$ cat config.mk
export PLATFORM = sky130hd
export DESIGN_NAME = decode_exec_reg
export DESIGN_NICKNAME = d
export VERILOG_FILES = /design/src/rtl/decode_exec_reg.sv
export SDC_FILE = /design/constraint.sdc
export NUM_CORES = 1
export LEC_CHECK = 0
export CORE_AREA = 2 2 290 292
export CTS_BUF_LIST = sky130_fd_sc_hd__clkbuf_4
export DETAILED_ROUTE_END_ITERATION = 10
export DIE_AREA = 0 0 292 294
export PLACE_DENSITY = 0.52
export SYNTH_ARGS = -nofsm -noshare
export SYNTH_HDL_FRONTEND = slang
export SYNTH_SLANG_ARGS = --single-unit
export TNS_END_PERCENT = 1
$ cat constraint.sdc
create_clock -name clk -period 5.63 [get_ports clk]
set_input_delay 0.563 -clock clk [delete_from_list [all_inputs] [get_ports clk]]
set_output_delay 0.563 -clock clk [all_outputs]
set_load 0.1 [all_outputs]
$ cat src/rtl/decode_exec_reg.sv
// rtl/decode_exec_reg.sv - decode->execute pipeline register
// Operand resolution, load-use bubble insertion, valid/ready hold and flush.
package decode_exec_pkg;
   localparam int XLEN   = 64;
   localparam int REG_AW = 5;
   localparam int CTL_W  = 16;

   typedef logic [XLEN-1:0]   word_t;
   typedef logic [REG_AW-1:0] creg_addr_t;

   typedef struct packed {
      creg_addr_t        ra1;
      creg_addr_t        ra2;
      word_t             rd1;
      word_t             rd2;
      creg_addr_t        dst;
      logic [CTL_W-1:0]  ctl;
      word_t             pc;
      word_t             imm;
   } decode_data_t;

   typedef struct packed {
      logic  enable;
      word_t data;
   } fwd_data_t;
endpackage

module decode_exec_reg
   import decode_exec_pkg::*;
#(
   parameter int CNT_W = 32
) (
   input  logic             clk,
   input  logic             reset,
   input  logic             flush,
   input  logic             in_valid,
   output logic             in_ready,
   input  decode_data_t     dataD,
   input  fwd_data_t        fwd_srca,
   input  fwd_data_t        fwd_srcb,
   input  logic             ex_memread,
   input  creg_addr_t       ex_dst,
   output logic             out_valid,
   input  logic             out_ready,
   output decode_data_t     dataE_in,
   output logic [CNT_W-1:0] lu_stall_cnt
);

   typedef enum logic {RUN, BUBBLE} state_t;

   state_t       stateQ, stateD;
   logic         luHit, slotFree, bubbleCycle;
   word_t        srcA, srcB;
   decode_data_t capture;

   always_comb begin
      srcA = (dataD.ra1 == '0) ? '0 : (fwd_srca.enable ? fwd_srca.data : dataD.rd1);
      srcB = (dataD.ra2 == '0) ? '0 : (fwd_srcb.enable ? fwd_srcb.data : dataD.rd2);
      capture     = dataD;
      capture.rd1 = srcA;
      capture.rd2 = srcB;
   end

   assign luHit    = in_valid && ex_memread && (ex_dst != '0)
                     && ((ex_dst == dataD.ra1) || (ex_dst == dataD.ra2));
   assign slotFree = !out_valid || out_ready;

   always_ff @(posedge clk) begin
      if (reset) stateQ <= RUN;
      else       stateQ <= stateD;
   end

   // A hazard behind a stalled execute waits in RUN; the bubble starts only once the slot frees.
   always_comb begin
      stateD = stateQ;
      case (stateQ)
         RUN:     if (!flush && luHit && slotFree) stateD = BUBBLE;
         BUBBLE:  stateD = RUN;
         default: stateD = RUN;
      endcase
   end

   always_comb begin
      in_ready    = !reset && (stateQ == RUN) && !luHit && slotFree && !flush;
      bubbleCycle = (stateQ == BUBBLE) && !flush;
   end

   always_ff @(posedge clk) begin
      if (reset) begin
         lu_stall_cnt <= '0;
      end else if (bubbleCycle && (lu_stall_cnt != '1)) begin
         lu_stall_cnt <= lu_stall_cnt + CNT_W'(1);
      end
   end

   always_ff @(posedge clk) begin
      if (reset) begin
         out_valid <= 1'b0;
         dataE_in  <= '0;
      end else if (flush) begin
         out_valid <= 1'b0;
      end else if (in_valid && in_ready) begin
         out_valid <= 1'b1;
         dataE_in  <= capture;
      end else if (out_ready) begin
         out_valid <= 1'b0;
      end
   end

endmodule
==> impl_metrics.csv <==
group,metric,value,unit
floorplan,core-area,0.0829,mm²
finish,nets,2636,
sta,setup_viol,0,
logic_synthesis,synth_nets,1862,
global_route,antenna_found_initial,3,
clocking,clk_pin_slew,0.05,ns
critical_path,critical_path.max_fanout,3,
sta,final.setup.tns,0,ns
power_and_ir_drop,powerDensity,256,mW/mm²
critical_path,r2r_cells,7,
power_and_ir_drop,leakagePower,10.2,nW
critical_path,crit_buf_inv,2,
clocking,post_cts_buffers,0,
route,routed_wl,57.8,mm
logic_synthesis,ys_seq_area_frac,0.423,
clocking,ctsHtreeMaxLevel,3,
critical_path,crit_path_frequent_cell,"nor2_1",
global_route,grt-ovfl-total,0,
sta,slew_headroom,0.231,
logic_synthesis,ys_ff_latch,321,
sta,fin_crit_sh,0.678,
critical_path,cp-end-kind,"primary output",
route,num_vias,13300,
global_route,grt_max_degree,117,
logic_synthesis,synth-main-ff-cell,"dfxtp_1",
run_status,outcome,"completed",
critical_path,crit_arrival,3.26,ns
critical_path,worstSetupStartpointType,"input port",
critical_path,r2r_start,"lu_stall_cnt[0]",
sta,fmax,262,MHz
floorplan,die_h,294,µm
worst_hold_path,hold_end,"lu_stall_cnt[11]",
route,drtAntennaViolNets,0,
route,firstDrtPassIters,4,
critical_path,slowest_delay,1.15,ns
critical_path,cp_cell_sequence,"clkdlybuf4s50_1 > xor2_1 > nor2_1 > a22oi_1 > nor2_1 > nor2_1 > clkdlybuf4s50_1",
sta,worst_pin_slew,1.15,ns
placed_design,io_buffer_count,748,
logic_synthesis,async_flop_share,0,
clocking,cts_buffers,97,
logic_synthesis,yosys_warnings,0,
floorplan,floorplan.rows,106,
power_and_ir_drop,vdd_drop_max,0.000150,V
worst_hold_path,hold_path.startpoint,"reset",
sta,final-hold-violation-count,0,
job,cap_violations,0,
clocking,clock-root-buffer,"clkbuf_4",
sta,finClkSkew,0.0570,ns
route,routedWlPerCell,17.2,µm
worst_hold_path,hold_path_depth,2,
critical_path,crit_required,5.07,ns
finish,drive_gt1_frac,0.210,
clocking,cts_hold_buf,0,
critical_path,critPathKind,"input port to primary output",
floorplan,io_pins,749,
global_route,grt_pass1_wl,85.7,mm
placed_design,dp.final_hpwl,43.4,mm
floorplan,dieArea,0.0858,mm²
floorplan,initial_utilization,0.183,
placed_design,gp_congestion,0.845,
logic_synthesis,synth_cells,1433,
route,drc,0,
clocking,clk_latency,0.83,ns
route,drtIter0Drc,370,
global_route,grt_usage,0.129,
logic_synthesis,synth-edff-count,0,
logic_synthesis,syn_area,0.0152,mm²
critical_path,rrSetupSlack,3.03,ns
global_route,first_global_vias,14300,
clocking,clockBufferDepth,3,
critical_path,rr_endpoint,"lu_stall_cnt[19]",
clocking,cts_tree,"yes",
critical_path,cp_slowest_cell,"clkdlybuf4s50_1",
logic_synthesis,ys_types,41,
route,viasPerCell,3.96,
clocking,cts_sinks,321,
sta,fin_crit,3.82,ns
worst_hold_path,hold_class,"input port to register",
floorplan,die_x,292,µm
finish,syn_to_final_growth,64.6,%
power_and_ir_drop,total_power,6.39,mW
clocking,post_cts_resized,0,
critical_path,critical-path-top-delay-family,"buffers and inverters",
sta,rsz0062_at_grt,"false",
logic_synthesis,synth.avg_cell_area,10.6,µm²
sta,drv_slew,0,
## through the flow
step	cell area, µm²	worst slack [ns]	hold slack, ns	utilization	cells
3_5_place_dp	23800	1.73	0.466	0.287	3188
5_1_grt	25000	1.63	0.179	0.301	3354
6_report	25000	1.81	0.294	0.301	3355
4_1_cts	25000	1.72	0.147	0.301	3352
2_1_floorplan	15200	2.47	0.530	-	1433
3_3_place_gp	23800	1.67	0.461	0.287	3188
## layout by cell type, fill, tap and decap left out, types with 3 or more instances in the layout
cell type / netlist / layout
clkinv_1: 0 / 14
nor3_1: 10 / 10
nand2_1: 140 / 140
clkdlybuf4s50_1: 0 / 745
xnor2_1: 3 / 3
nor2b_1: 164 / 164
buf_12: 0 / 3
o21ai_0: 14 / 14
a21oi_1: 21 / 19
and3_1: 5 / 5
o31ai_1: 5 / 4
nor2_1: 22 / 22
inv_1: 5 / 5
or4_1: 6 / 6
nand4_1: 7 / 7
and4_1: 4 / 4
mux2i_1: 128 / 128
mux2_2: 199 / 199
dfxtp_1: 321 / 321
mux2_4: 91 / 91
diode_2: 0 / 3
buf_4: 3 / 21
or3_1: 16 / 16
nand2b_1: 131 / 131
clkbuf_4: 0 / 141
nand3_1: 9 / 9
xor2_1: 15 / 15
o2111ai_1: 5 / 4
## layer usage
layer	vias to the layer above	track usage	routed length, µm
met5	-	0	13
met4	2	0.0541	1800
met3	113	0.0425	4480
met2	511	0.238	29800
met1	6186	0.133	21700
li1	6459	-	-
## flip-flops by register name, summed over array words and instances (netlist names)
register	cells
out_valid	1
lu_stall_cnt	32
dataE_in	287
stateQ	1
## cells in the mapped netlist, types with 4 or more instances
master	count	area (µm²)
dfxtp_1	321	6430
mux2_2	199	2240
nor2b_1	164	1030
nand2_1	140	526
nand2b_1	131	820
mux2i_1	128	1280
mux2_4	91	1370
clkbuf_1	62	233
nor2_1	22	82.6
a21oi_1	21	105
buf_2	20	100
or3_1	16	100
xor2_1	15	131
o21ai_0	14	70.1
buf_6	11	124
nor3_1	10	50.1
nand3_1	9	45.0
nand4_1	7	43.8
or4_1	6	45.0
and3_1	5	31.3
inv_1	5	18.8
o2111ai_1	5	43.8
o31ai_1	5	37.5
and4_1	4	35.0
## cells by family (layout without fill, tap and decap cells)
group / count (synthesis) / after routing / synth area share
adders and majority gates: 1 / 1 / 0.000824
and+or+nand+nor: 520 / 520 / 0.189
muxes: 419 / 419 / 0.323
AOI/OAI and AO/OA: 52 / 52 / 0.0210
buffers and inverters: 102 / 941 / 0.0331
DFF: 321 / 321 / 0.423
xor gates and xnor gates: 18 / 18 / 0.0104
other: 0 / 3 / 0
## worst max path at each step
stage | startpoint | to | cells past startpoint
final | dataD[280] | in_ready | 7
after global routing | dataD[280] | in_ready | 7
after CTS | dataD[280] | in_ready | 7
after detailed placement | dataD[280] | in_ready | 7
after global placement | dataD[280] | in_ready | 7
after floorplan | ex_dst[1] | in_ready | 4
## cell type report
class	count	area, µm²
antenna	3	7.51
clock buffer	141	1060
clock inverter	23	126
fill	8577	57900
inverter	5	18.8
multi-input combinational	1010	8300
sequential	321	6430
tap	1080	1350
timing repair buffer	772	7700
## power breakdown
part,internal (mW),switching (mW)
sequential,2.37,0.0529
clock,1.15,1.09
combinational,0.662,1.07
Note: power is estimated with default switching activity, not from simulation.
